<file path="config.mk">
export PLATFORM = sky130hd
export DESIGN_NAME = sync_updown_counter
export DESIGN_NICKNAME = d
export VERILOG_FILES = /design/src/rtl/sync_updown_counter.sv
export SDC_FILE = /design/constraint.sdc
export NUM_CORES = 1
export LEC_CHECK = 0
export CAP_MARGIN = 20
export CORE_AREA = 2 2 39 41
export CTS_CLUSTER_SIZE = 12
export DETAILED_ROUTE_END_ITERATION = 7
export DIE_AREA = 0 0 41 43
export SYNTH_ARGS = -nofsm -noshare
export SYNTH_HDL_FRONTEND = slang
export SYNTH_SLANG_ARGS = --single-unit
</file>
<file path="constraint.sdc">
create_clock -name clk -period 3.9 [get_ports clk]
set_input_delay 0.78 -clock clk [delete_from_list [all_inputs] [get_ports clk]]
set_output_delay 0.78 -clock clk [all_outputs]
set_load 0.1 [all_outputs]
</file>
<file path="src/rtl/sync_updown_counter.sv">
// sync_updown_counter
//   Fully synchronous, parametrised up/down event/timebase counter. Every
//   state bit is clocked by clk, so there is no ripple skew between bits.
//   Features: programmable modulus, runtime direction, count enable,
//   prescaler, parallel load with clamping, wrap or saturate at the
//   boundaries, a one-cycle terminal-count pulse and a sticky overflow flag.
//
// Parameters
//   WIDTH    counter width in bits (>= 1)
//   MODULUS  count range 0..MODULUS-1, 2 <= MODULUS <= 2**WIDTH
//   SATURATE 0 = wrap at the boundaries, 1 = hold at the boundaries
//   PRESCALE enabled clocks per count step (>= 1)
//
// Ports
//   clk       in   1      rising-edge clock
//   rst       in   1      asynchronous active-low reset
//   en        in   1      count enable (gates prescaler and counter)
//   up        in   1      1 = increment, 0 = decrement
//   load      in   1      synchronous parallel load (highest priority)
//   load_val  in   WIDTH  value to load, clamped to MODULUS-1
//   clr_flag  in   1      synchronous clear of ovf
//   out       out  WIDTH  registered count
//   tc        out  1      registered one-cycle pulse after a boundary event
//   ovf       out  1      sticky: a boundary event has occurred
module sync_updown_counter #(
    parameter int WIDTH    = 4,
    parameter int MODULUS  = 16,
    parameter int SATURATE = 0,
    parameter int PRESCALE = 1
) (
    input  logic             clk,
    input  logic             rst,
    input  logic             en,
    input  logic             up,
    input  logic             load,
    input  logic [WIDTH-1:0] load_val,
    input  logic             clr_flag,
    output logic [WIDTH-1:0] out,
    output logic             tc,
    output logic             ovf
);

    localparam int PW = (PRESCALE > 1) ? $clog2(PRESCALE) : 1;
    localparam logic [WIDTH-1:0] MAX      = WIDTH'(MODULUS - 1);
    localparam logic [PW-1:0]    PRE_LAST = PW'(PRESCALE - 1);

    logic [PW-1:0]    pre;
    logic             step;
    logic             at_bound;
    logic             bnd_event;
    logic [WIDTH-1:0] cnt_step;
    logic [WIDTH-1:0] load_clamped;

    always_comb begin
        step         = en && !load && (pre == PRE_LAST);
        at_bound     = up ? (out == MAX) : (out == '0);
        bnd_event    = step && at_bound;
        load_clamped = (load_val > MAX) ? MAX : load_val;
        // Wrap is an explicit compare against MAX, so MODULUS = 2**WIDTH
        // never relies on natural overflow of the adder.
        if (at_bound) begin
            if (SATURATE != 0) cnt_step = out;
            else               cnt_step = up ? '0 : MAX;
        end else begin
            cnt_step = up ? out + WIDTH'(1) : out - WIDTH'(1);
        end
    end

    always_ff @(posedge clk or negedge rst) begin
        if (!rst) begin
            out <= '0;
            tc  <= 1'b0;
            ovf <= 1'b0;
            pre <= '0;
        end else begin
            tc <= bnd_event;
            // A new event beats a coincident clear.
            if (bnd_event)     ovf <= 1'b1;
            else if (clr_flag) ovf <= 1'b0;

            if (load) begin
                out <= load_clamped;
                pre <= '0;
            end else if (en) begin
                pre <= (pre == PRE_LAST) ? '0 : pre + PW'(1);
                if (step) out <= cnt_step;
            end
        end
    end

endmodule

</file>
== Word-level counts from Yosys, hierarchy flattened ==
Cells that the tools add are included.

* RAM bits: 0
* Memories kept: 0
* Logic and storage cells: 32
* Bits in latches: 0
* Register bits: 7
* Output and inout port bits: 6
* Bits in read-only memories: 0

* Equality and inequality tests: 1
* Div/mod/pow operators: 0
* $lt $le $gt $ge: 1
* Shifts and indexed selects: 0
* Multiplexer cells: 13
* Bitwise logic cells: 1
* Reduce and logical (&&, ||, !) cells: 9
* $add $sub $neg: 3
* Multipliers: 0

{| class="wikitable"
|+ Operators with widths
! cell !! number
|-
| two-way mux 4 bit || 7
|-
| two-way mux 1 bit || 6
|-
| nonzero test 2 bit || 3
|-
| adder 4 x 1 -> 4 bit, second input constant || 1
|-
| == test 4 bit, second input constant || 1
|-
| > comparator 4 bit, second input constant || 1
|-
| logical NOT 4 bit || 1
|-
| subtractor 4 x 1 -> 4 bit, second input constant || 1
|-
| logical AND 1 bit || 3
|-
| AND reduction 2 bit || 1
|-
| adder 1 bit, second input constant || 1
|-
| logical NOT 1 bit || 1
|-
| NOT 1 bit || 1
|}

== Longest topological paths before layout ==
* Word-level depth: 6
* Gate-level depth with buffers: 6
* Depth with buffers taken out: 6

== Worst setup path after synthesis ==
No wires, ideal clock.

* Kind: register -> register
* Start point: reg out[2]
* End point: reg out[3]
* Data arrival time: 1.892 ns
* Path buffers: 0
* Data required time: 3.775 ns
* Period minus slack after synthesis: 2.017 ns
* Stages on the path, launching flop included: 6
* Slack: 1.883 ns
* Path through: dfrtp_1 -> ha_1 -> a21oi_1 -> nand3_1 -> a31oi_1 -> o31ai_2

* Longest elaborated chain between the ends: 6
* Elaborated cells between the ends (all ways): 10
* Those cells by class: add/sub (2); eq/ne (1); mux (6); reduce/logical (1)

{| class="wikitable"
|+ RTL lines
! element !! line !! text
|-
| start: declaration || 38 || <nowiki>output logic [WIDTH-1:0] out,</nowiki>
|-
| start signal: assignment || 82 || <nowiki>out <= load_clamped;</nowiki>
|-
| start signal: assignment || 86 || <nowiki>if (step) out <= cnt_step;</nowiki>
|-
| subtractor 4 x 1 -> 4 bit (tied with other cells) || 65 || <nowiki>cnt_step = up ? out + WIDTH'(1) : out - WIDTH'(1);</nowiki>
|-
| two-way mux 4 bit or two-way mux 1 bit (tied branches) || 65, 56 ||
|-
| two-way mux 4 bit * || 61 || <nowiki>if (at_bound) begin</nowiki>
|-
| two-way mux 4 bit * || 86 ||
|-
| two-way mux 4 bit * || 84 || <nowiki>end else if (en) begin</nowiki>
|-
| two-way mux 4 bit * || 81 || <nowiki>if (load) begin</nowiki>
|}

Mark *: on every way between the ends. The rest lies on a longest branch, timed or not. The select of a mux whose other input is x is not followed.
A chain may end at the register's enable or synchronous reset.

== Worst setup path after layout ==
* Start point: reg out[0]
* End point: out out[0]

No word-level cell between the ends.

==> flow_summary.ini <==
[floorplanning]
core_area_um2 = 1384
dieArea_um2 = 1763
floorplan.die.height_um = 43
die_w_um = 41
num_rows = 14
number_of_i_o_pins = 16
initial_core_util_pct = 29.57

[timing]
final-setup-viol-count = 0
rsz0062_at_grt = false
slew-limit-headroom_pct = 35.59
final.setup.tns_ns = 0
tightestPinTransition_ns = 0.9632
final_critical_path_setup_slack_ns = 1.211
timing.final.crit_period_ns = 2.689
min_period_over_period_pct = 68.94
report.final.hold_viol_count = 0
clock_skew_ns = 0.005032
final_max_slew_viol_count = 0
fmax_ghz = 0.3720

[place]
gp_congestion = 0.7354
dp_worst_setup_slack_ns = 1.382
dpl_cell_area_um2 = 574.3
placement.io_buffers = 15
detailed_place_hpwl_um = 734.7
dp.cells = 72

[power_and_ir_drop]
worst_ir_drop_vdd_v = 0.0001522
cellLeakagePower_uw = 0.0002634
intPower_uw = 140.8
swShare_pct = 42.92
p_comb_share_pct = 44.7
power.net_switching_uw = 105.8
clockPowerShare_pct = 23.0
total_power_uw = 246.6
seqPwrFrac_pct = 32.3
cellPowerDensity_nw_per_um2 = 413.2

[clock_network]
cts.reportedPaths.clkPinSlew_ns = 0.05
clock_sink_count = 6
count_of_h_tree_levels_built_during_cts = 1
clk_root_buffer_cell = sky130_fd_sc_hd__clkbuf_4
hold_buffers = 0
post_cts.repair.setup_buffers = 0
cts_tree = yes
maximum_buffer_depth_of_the_clock_tree = 2
worst_skew_pair.late_latency_ns = 0.24
tritoncts.num_buffers = 3
cts.repair.resized = 0

[global_route]
grt_antenna_before_repair = 0
gr-usage-all-layers_pct = 13.22
global_route_wire_length_before_repair_um = 1490
vias_in_the_first_global_route = 371
grt_max_degree = 10
globalRoute.totalOverflow = 0

[flow_run]
number_of_max_cap_violations = 0

[final_layout]
area_growth_syn_to_layout_pct = 45.87
finalNetCount = 74
filler_cell_count = 154
drive_above_1_share_pct = 16.95
antennaDiodeCount = 0
final-instance-count-excl-fill = 75
final_area_um2 = 596.8

[synth]
netlist_top_cells_area = sky130_fd_sc_hd__dfrtp_1 (37%), sky130_fd_sc_hd__o31ai_2 (9.2%), sky130_fd_sc_hd__ha_1 (6.1%)
ys_ff_latch = 6
synth_top_area_share_pct = 36.70
async_set_or_reset_register_ratio_after_synthesis_pct = 100.0
synthDistinctLibCells = 21
synth_seq_area_share_pct = 36.70
syn-num-nets = 55
synth.cell_area_um2 = 409.1
top_count_cell_post_synth = sky130_fd_sc_hd__dfrtp_1
postSynthCellCount = 42
synth_largest_area_cell = sky130_fd_sc_hd__dfrtp_1
synthesis.area_per_instance_um2 = 9.741
synth_commonest_cells = sky130_fd_sc_hd__dfrtp_1 (6), sky130_fd_sc_hd__nand2_1 (5), sky130_fd_sc_hd__nor2_1 (4)
synth_flop_cell = sky130_fd_sc_hd__dfrtp_1
synth_enable_flop_cells = 0
ys.warnings.count = 0

[route]
detail_route.first_pass.iterations = 2
dr_vias = 372
totalWireLength_um = 895
final_antenna_net_count = 0
drc_marker_count_from_the_first_detailed_route_iteration = 1
detail_routed_net_length_per_standard_cell_um = 11.93
detail_route.drc_violations = 0
vias_per_cell = 4.960

[setup_path]
crit_buf_inv = 1
critical-path-max-stage-delay_ns = 1.19
path_delay_family = buffers and inverters
worstSetupPathType = flip-flop to output pin
startpoint_type = flip-flop
crit_arrival_ns = 1.91
data_required_time_of_the_critical_path_ns = 3.12
worstPathCellList = clkdlybuf4s50_1
critical_path.max_fanout = 6
critical-path-slowest-cell = sky130_fd_sc_hd__clkdlybuf4s50_1
crit_path_end_kind = output pin

[worst_hold_path]
timing.hold.worst.class = flip-flop to flip-flop

[status]
status = completed
[layout by cell type, fill, tap and decap left out]
cell,instances
sky130_fd_sc_hd__ha_1,2
sky130_fd_sc_hd__and3_2,1
sky130_fd_sc_hd__clkdlybuf4s50_1,15
sky130_fd_sc_hd__xor2_1,2
sky130_fd_sc_hd__nand3_1,2
sky130_fd_sc_hd__nand2b_1,1
sky130_fd_sc_hd__clkbuf_4,3
sky130_fd_sc_hd__a21bo_1,1
sky130_fd_sc_hd__dfrtp_1,6
sky130_fd_sc_hd__o21ai_0,1
sky130_fd_sc_hd__nor2_1,4
sky130_fd_sc_hd__fa_1,1
sky130_fd_sc_hd__o31ai_2,3
sky130_fd_sc_hd__a31oi_1,1
sky130_fd_sc_hd__a21o_1,2
sky130_fd_sc_hd__a21oi_1,3
sky130_fd_sc_hd__nor3_2,1
sky130_fd_sc_hd__a21oi_2,1
sky130_fd_sc_hd__nand3_2,1
sky130_fd_sc_hd__nand2_1,5
sky130_fd_sc_hd__xnor2_1,1
sky130_fd_sc_hd__inv_1,2
[through the flow]
stage | util (%) | hold WS [ns]
finish | 43.13 | 0.4720
global route | 43.13 | 0.4961
CTS | 43.13 | 0.4787
detailed placement | 41.50 | 0.4681
global placement | 41.50 | 0.4620
floorplan | - | 0.4844
[cell type report]
class                   count  area, µm²  share of cell area (%)
inverters                   2      7.507                   1.258
well taps                  16      20.02                   3.354
flip-flops and latches      6      150.1                   25.16
clock buffers               3      22.52                   3.774
multi-input cells          33      246.5                   41.30
repair buffers             15      150.1                   25.16
[sequential cells by signal (all words and copies together), names as in the netlist]
| register | cells |
|---|---|
| ovf | 1 |
| tc | 1 |
| out | 4 |
[cells by family after synthesis]
logic type / synth area share [%]
adder cells (fa/ha/maj): 11.01
AO/OA/AOI/OAI: 23.85
buffers and inverters: 3.058
flip-flops: 36.70
XOR/XNOR: 6.423
AND/OR/NAND/NOR: 18.96
[power groups by stage]
stage / logic (µW) / registers [µW] / clock network, µW
floorplan: 35.4 / 124 / 0
global placement: 110 / 80.4 / 0
detailed placement: 111 / 80.8 / 0
CTS: 112 / 79.9 / 59.5
global route: 119 / 80.9 / 62.4
finish: 110 / 79.7 / 56.8
[metal layers]
metal  wire [µm]  up-vias  track usage [%]
met1         348      177            13.07
met4          12        0            8.000
li1            -      184                -
met2         494        9            20.94
met3          40        2            6.283
met5           0        -                0
[worst paths after layout]
kind	startpoint	end	slack (ns)	cells after the start
max	out[0]	out[0]	1.21	1
min	ovf	ovf	0.47	1
max reg2reg	out[0]	out[2]	2.43	4
min reg2reg	ovf	ovf	0.47	1
max in group asynchronous	rst	out[3]	2.90	1
min in group asynchronous	rst	ovf	0.78	1
Note: power is estimated with default switching activity, not from simulation.
